==> config.mk <==
export PLATFORM = sky130hd
export DESIGN_NAME = mem_access_arbiter
export DESIGN_NICKNAME = d
export VERILOG_FILES = /design/src/rtl/mem_access_arbiter.sv
export SDC_FILE = /design/constraint.sdc
export NUM_CORES = 1
export LEC_CHECK = 0
export ABC_CLOCK_PERIOD_IN_PS = 2100
export CORE_ASPECT_RATIO = 1.1
export CORE_MARGIN = 4
export CORE_UTILIZATION = 42
export DETAILED_ROUTE_END_ITERATION = 7
export GPL_ROUTABILITY_DRIVEN = 0
export HOLD_SLACK_MARGIN = 0.08
export PLACE_DENSITY = 0.79
export SLEW_MARGIN = 40
export SYNTH_ARGS = -nofsm -noshare
export SYNTH_HDL_FRONTEND = slang
export SYNTH_SLANG_ARGS = --single-unit
export TNS_END_PERCENT = 10
==> constraint.sdc <==
create_clock -name i_CLOCK -period 2.1 [get_ports i_CLOCK]
set_input_delay 0.42 -clock i_CLOCK [delete_from_list [all_inputs] [get_ports i_CLOCK]]
set_output_delay 0.42 -clock i_CLOCK [all_outputs]
set_load 0.02 [all_outputs]
==> src/rtl/mem_access_arbiter.sv <==
// Round-robin arbiter and sequencer sharing one MAR + RAM pair between fetch, load/store and loader.
// Each transaction loads the MAR, optionally waits, accesses the RAM once, then acknowledges the winner.
module mem_access_arbiter #(
  parameter int ADDRESS_WIDTH = 4,
  parameter int DATA_WIDTH    = 8,
  parameter int MEM_WAIT      = 0
) (
  input  logic                       i_CLOCK,
  input  logic                       i_CLEAR_N,
  input  logic [2:0]                 i_REQ,
  input  logic [2:0]                 i_WE,
  input  logic [3*ADDRESS_WIDTH-1:0] i_ADDR,
  input  logic [3*DATA_WIDTH-1:0]    i_WDATA,
  output logic [2:0]                 o_GNT,
  output logic [2:0]                 o_ACK,
  output logic [DATA_WIDTH-1:0]      o_RDATA,
  output logic                       o_ERROR,
  output logic [ADDRESS_WIDTH-1:0]   o_MAR_BUS,
  output logic                       o_MAR_READ_BUS,
  input  logic [ADDRESS_WIDTH-1:0]   i_MAR_DATA,
  output logic                       o_RAM_WE,
  output logic [DATA_WIDTH-1:0]      o_RAM_WDATA,
  input  logic [DATA_WIDTH-1:0]      i_RAM_RDATA,
  output logic [2:0]                 o_STATE
);

  // Handshake: a requester holds i_REQ[k] and its WE/ADDR/WDATA until o_ACK[k] pulses for one cycle;
  // o_GNT[k] marks ownership from arbitration to the end of the ACK cycle, and a dropped REQ never aborts.
  typedef enum logic [2:0] {
    ST_IDLE   = 3'd0,
    ST_LOAD   = 3'd1,
    ST_WAIT   = 3'd2,
    ST_ACCESS = 3'd3,
    ST_ACK    = 3'd4
  } state_t;

  localparam logic [3:0] WAIT_INIT = 4'((MEM_WAIT > 0) ? (MEM_WAIT - 1) : 0);

  state_t                   state;
  logic [1:0]               rr_ptr;
  logic [1:0]               winner;
  logic [1:0]               cand;
  logic                     win_valid;
  logic                     lat_we;
  logic [ADDRESS_WIDTH-1:0] lat_addr;
  logic [DATA_WIDTH-1:0]    lat_wdata;
  logic [3:0]               wait_cnt;
  logic                     go_access;

  function automatic logic [1:0] next_idx(input logic [1:0] idx);
    return (idx == 2'd2) ? 2'd0 : idx + 2'd1;
  endfunction

  // Scan starts one past the last winner, so the last winner has lowest priority.
  always_comb begin
    cand      = rr_ptr;
    winner    = 2'd0;
    win_valid = 1'b0;
    for (int j = 0; j < 3; j++) begin
      cand = next_idx(cand);
      if (!win_valid && i_REQ[cand]) begin
        winner    = cand;
        win_valid = 1'b1;
      end
    end
  end

  assign go_access = ((state == ST_LOAD) && (MEM_WAIT == 0)) ||
                     ((state == ST_WAIT) && (wait_cnt == 4'd0));
  assign o_STATE   = state;

  always_ff @(posedge i_CLOCK or negedge i_CLEAR_N) begin
    if (!i_CLEAR_N) begin
      state          <= ST_IDLE;
      rr_ptr         <= 2'd2;
      lat_we         <= 1'b0;
      lat_addr       <= '0;
      lat_wdata      <= '0;
      wait_cnt       <= 4'd0;
      o_GNT          <= 3'b000;
      o_ACK          <= 3'b000;
      o_RDATA        <= '0;
      o_ERROR        <= 1'b0;
      o_MAR_BUS      <= '0;
      o_MAR_READ_BUS <= 1'b0;
      o_RAM_WE       <= 1'b0;
      o_RAM_WDATA    <= '0;
    end else begin
      o_ACK          <= 3'b000;
      o_ERROR        <= 1'b0;
      o_MAR_READ_BUS <= 1'b0;
      o_RAM_WE       <= 1'b0;
      case (state)
        ST_IDLE: begin
          if (win_valid) begin
            o_GNT          <= 3'b001 << winner;
            rr_ptr         <= winner;
            lat_we         <= i_WE[winner];
            lat_addr       <= i_ADDR[int'(winner)*ADDRESS_WIDTH +: ADDRESS_WIDTH];
            lat_wdata      <= i_WDATA[int'(winner)*DATA_WIDTH +: DATA_WIDTH];
            o_MAR_BUS      <= i_ADDR[int'(winner)*ADDRESS_WIDTH +: ADDRESS_WIDTH];
            o_MAR_READ_BUS <= 1'b1;
            state          <= ST_LOAD;
          end
        end
        ST_LOAD: begin
          if (!go_access) begin
            wait_cnt <= WAIT_INIT;
            state    <= ST_WAIT;
          end
        end
        ST_WAIT: begin
          if (!go_access) wait_cnt <= wait_cnt - 4'd1;
        end
        ST_ACCESS: begin
          // The MAR has held the address since LOAD, so its readback must match now.
          if (!lat_we) o_RDATA <= i_RAM_RDATA;
          o_ERROR <= (i_MAR_DATA != lat_addr);
          o_ACK   <= o_GNT;
          state   <= ST_ACK;
        end
        ST_ACK: begin
          o_GNT <= 3'b000;
          state <= ST_IDLE;
        end
        default: state <= ST_IDLE;
      endcase
      if (go_access) begin
        o_RAM_WE <= lat_we;
        if (lat_we) o_RAM_WDATA <= lat_wdata;
        state <= ST_ACCESS;
      end
    end
  end

endmodule
After elaboration in Yosys (flattened, before gate mapping)
Index checks and enable logic that the tools add are counted. Widths: inputs -> output; s select.

Register bits: 47. Output and inout bits: 32. Logic and storage cells: 84.

Muxes and demuxes: 30. Eq/ne operators: 13. Shift-type cells: 3. Add/sub/neg operators: 4. Order comparisons: 4. Reductions and logical operators: 16. Bitwise operators: 1.

Operator list (number): $shiftx 24x6->8 (1); $lt 2x3->1 const B (4); $mux 2 (6); $mux 3 (4); $pmux 3 s4 (1); $shiftx 12x5->4 (1); $mux 1 (11); $reduce_and 2->1 (5); $bmux 1 s2 (4); $mux 4 (2); $ne 2x2->1 const B (4); $pmux 4 s2 (1); $add 2x1->2 const B (3); $eq 2x2->1 const B (3); $eq 3x2->1 const B (2); $pmux 3 s2 (1); $logic_not 4->1 (1); $ne 4x4->1 (1); $reduce_bool 2->1 (2); $sub 4x1->4 const B (1); $eq 3x1->1 const B (1); $eq 3x3->1 const B (1); $logic_and 1x1->1 (3); $logic_not 3->1 (1); 6 further kinds (7).

Logic depth before layout (Yosys ltp)
Depth after elaboration: 14. Depth in mapped cells: 7.

Worst setup path after synthesis
OpenSTA, ideal clock, no wires.

Kind: flip-flop to flip-flop. From: reg wait_cnt[0]. To: reg wait_cnt[3]. Cell stages (with the launch flop): 8. Required time: 2021 ps. Setup time: 79 ps. Setup slack: 380 ps. Period minus slack after synthesis: 1720 ps. Arrival time: 1641 ps. Cells stage by stage: dfrtp_1 inv_1 ha_1 nor3b_1 or4b_1 buf_2 nor4_2 xor2_1.

Word-level cells in the longest chain between the ends: 5. Elaborated cells between the ends (all ways): 9. Classes of those cells: add/sub (1); eq/ne (2); mux (2); reduce/logical (4).

RTL lines: from (decl) (RTL line 47) `logic [3:0] wait_cnt;`; from (signal assigned) (RTL line 113) `if (!go_access) wait_cnt <= wait_cnt - 4'd1;`; branches (longest 5 deep; another with $sub 4x1->4).

Parallel ways; which one is timed is not known. The select of a mux whose other input is x is not followed. A chain may end at the register's enable or synchronous reset.

Final worst setup path
From: reg wait_cnt[0]. To: reg o_RAM_WDATA[2].

Word-level cells in the longest chain between the ends: 4.

RTL lines: $logic_not 4->1 (RTL line 69) `((state == ST_WAIT) && (wait_cnt == 4'd0));`; $logic_and 1x1->1 (RTL line 69); $logic_or 1x1->1 (RTL line 68) `assign go_access = ((state == ST_LOAD) && (MEM_WAIT == 0)) ||`; $reduce_and 2->1 (no line); to (signal assigned) (RTL line 130) `if (lat_we) o_RAM_WDATA <= lat_wdata;`; to (decl) (RTL line 22) `output logic [DATA_WIDTH-1:0] o_RAM_WDATA,`.

Every way passes these cells.

==> metrics <==
vias in the first global route 1757; Bufs on Longest Clock Path 2; Rel. slew slack 63.2%; RSZ-0062 raised after global routing false; CTS Buf Count 5; EDFF count, synth 0; Fmax 527 MHz; initial antenna violation count 0; met3 WL 502 µm; initial drt markers 61; CTS Hold Bufs 0; placed cells 321; CTS Sinks 47; FF-to-FF path depth 7; via count 1674; Starting Density 44.4%; Cell Area, Synth 0.00211 mm²; diode count 0; Tightest Pin Transition 0.552 ns; Top Metal Used met4; worst clock skew 0.00653 ns; LEAKAGE 0.00141 µW; gr usage total 16.8%; crit path max fanout 9; Final Cycle Share 90.3%; FFs w/ async S/R, synth 100%; Reg clk slew, reported paths 0.08 ns; prevailing post-synth register cell dfrtp_1; syn_nets 236; Area growth syn-to-layout 49.9%; nets 330; wire length per cell 14.8 µm; Fin. Hold Viols 0; status complete, no violations; post-synthesis area per instance 11.9 µm²; H-tree Lvls 2; drt via density 5.09; HPWL after DPL 3780 µm; Clock Root Buffer clkbuf_8; Placeable Area 0.00475 mm²; Max Cap Violations 0; non-filler cells, final 329; Min-Delay Path Class input pin to asynchronous set/reset pin; final count of pins violating max slew 0; die area 0.00622 mm²; Tmin final 1.90 ns; Port Buffers 87; Critical Path AT 2.07 ns; yosys warns 0; crit start category register; data required time of the worst path 2.28 ns; PD cells 1320 mW/mm²; setup bufs post-CTS 0; Synth Register Bits 47; drt drc 0; total grt overflow 0; global-route wire length before repair 7960 µm; Resized Gates After CTS 0; Yosys cell types 34; commonest non-fill, non-tap cell in the layout clkdlybuf4s50_1; DRT antenna net count 0; Final setup viols 0; Routed Wire Length 4860 µm; IO Count 88; Post-Route M1 WL 1960 µm; Die H 82.3 µm; Mapped Cells 178; WS Path Type register to register; share of layout cells above drive strength 1 13.2%; CTS tree yes; post-synthesis sequential area ratio 55.8%; Worst setup EP type register; # rows 26; met2 routed WL 2350 µm; TNS Setup 0 ns; Max IR drop VDD 0.538 mV; Initial DRT Pass Iterations 4; Die Width 75.6 µm; pin count of the biggest net entering global routing 26; commonest cells after routing, fill and taps aside 86 x clkdlybuf4s50_1, 46 x dfrtp_1, 20 x nand2_1, 16 x mux2_2, 14 x o211ai_1; worst-skew pair later-pin latency 0.29 ns; flop2flop setup slack 0.20 ns
-- cells by family (layout without fill, tap and decap cells) --
| family | count (synthesis) | after routing | synth area share, % |
|---|---|---|---|
| adder cells (fa/ha/maj) | 2 | 2 | 1.19 |
| buffers and inverters | 15 | 110 | 3.32 |
| multiplexers | 29 | 29 | 14.7 |
| XOR/XNOR | 7 | 7 | 2.91 |
| flip-flops | 47 | 47 | 55.8 |
| AND/OR/NAND/NOR | 53 | 53 | 13.2 |
| AO/OA/AOI/OAI | 25 | 25 | 8.84 |
-- state kept, by name, indices dropped and copies added, names as in the netlist --
signal	flops
o_GNT	3
lat_we	1
o_ERROR	1
wait_cnt	4
o_RAM_WDATA	8
lat_wdata	8
rr_ptr	2
o_MAR_READ_BUS	1
o_RAM_WE	1
lat_addr	4
o_STATE	3
o_RDATA	8
o_ACK	3
-- critical path, stage by stage, from the launching register on --
cell and delay, ns:
dfrtp_1 0.42, inv_1 0.09, ha_1 0.14, nor3b_1 0.25
a21oi_1 0.13, nor3b_1 0.19, buf_4 0.21, mux2_2 0.35
-- report_power, final --
group          total, µW  internal (µW)  switching [µW]
combinational       2120           1100            1020
clock                514            237             277
sequential          1540           1290             247
-- layout make-up --
type | count | area, µm²
Clock buffer | 8 | 80.1
Fill cell | 390 | 1590
Inverter | 8 | 30.0
Multi-Input combinational cell | 116 | 862
Sequential cell | 47 | 1180
Tap cell | 56 | 70.1
Timing Repair Buffer | 94 | 943
-- cells in the mapped netlist (all sizes together) (2+ instances only) --
cell    instances  area share [%]
and2            3            0.89
xnor2           5             2.1
buf             6             1.7
xor2            2            0.83
o211ai         14             5.0
a21o            2            0.71
ha              2             1.2
nor2            4            0.83
mux2i          13             6.2
mux2           16             8.5
nor3b           3             1.1
nand3          13             3.1
dfrtp          46              55
inv             8             1.4
o21ai           3            0.71
nand2          20             3.6
nor2b           3            0.89
-- per-stage QoR --
step           utilization (%)  hold WS [ns]  total power, µW  area, µm²  setup slack, ns
2_1_floorplan                -         0.124             2730       2110            0.380
3_3_place_gp              64.9         0.428             3650       3080            0.150
3_5_place_dp              64.9         0.436             3710       3080           0.0905
4_1_cts                   66.6         0.110             4230       3160            0.176
5_1_grt                   66.6         0.133             4460       3160           0.0227
6_report                  66.6         0.101             4170       3160            0.203
-- path summary, 6_finish.rpt --
check	start	endpoint
worst max register to register	wait_cnt[0]$_DFFE_PN0P_	o_RAM_WDATA[2]$_DFFE_PN0P_
min in group i_CLOCK	wait_cnt[3]$_DFFE_PN0P_	wait_cnt[3]$_DFFE_PN0P_
worst min register to register	wait_cnt[3]$_DFFE_PN0P_	wait_cnt[3]$_DFFE_PN0P_
worst max-delay path	wait_cnt[0]$_DFFE_PN0P_	o_RAM_WDATA[2]$_DFFE_PN0P_
max in group asynchronous	i_CLEAR_N	rr_ptr[1]$_DFFE_PN1P_
worst min-delay path	i_CLEAR_N	wait_cnt[1]$_DFFE_PN0P_
-- routing by layer --
metal	GRT usage, %	up-vias
li1	-	809
met1	19.3	789
met2	28.8	69
met3	6.17	7
met4	5.59	0
met5	0	-
(Power assumes the default switching activity.)
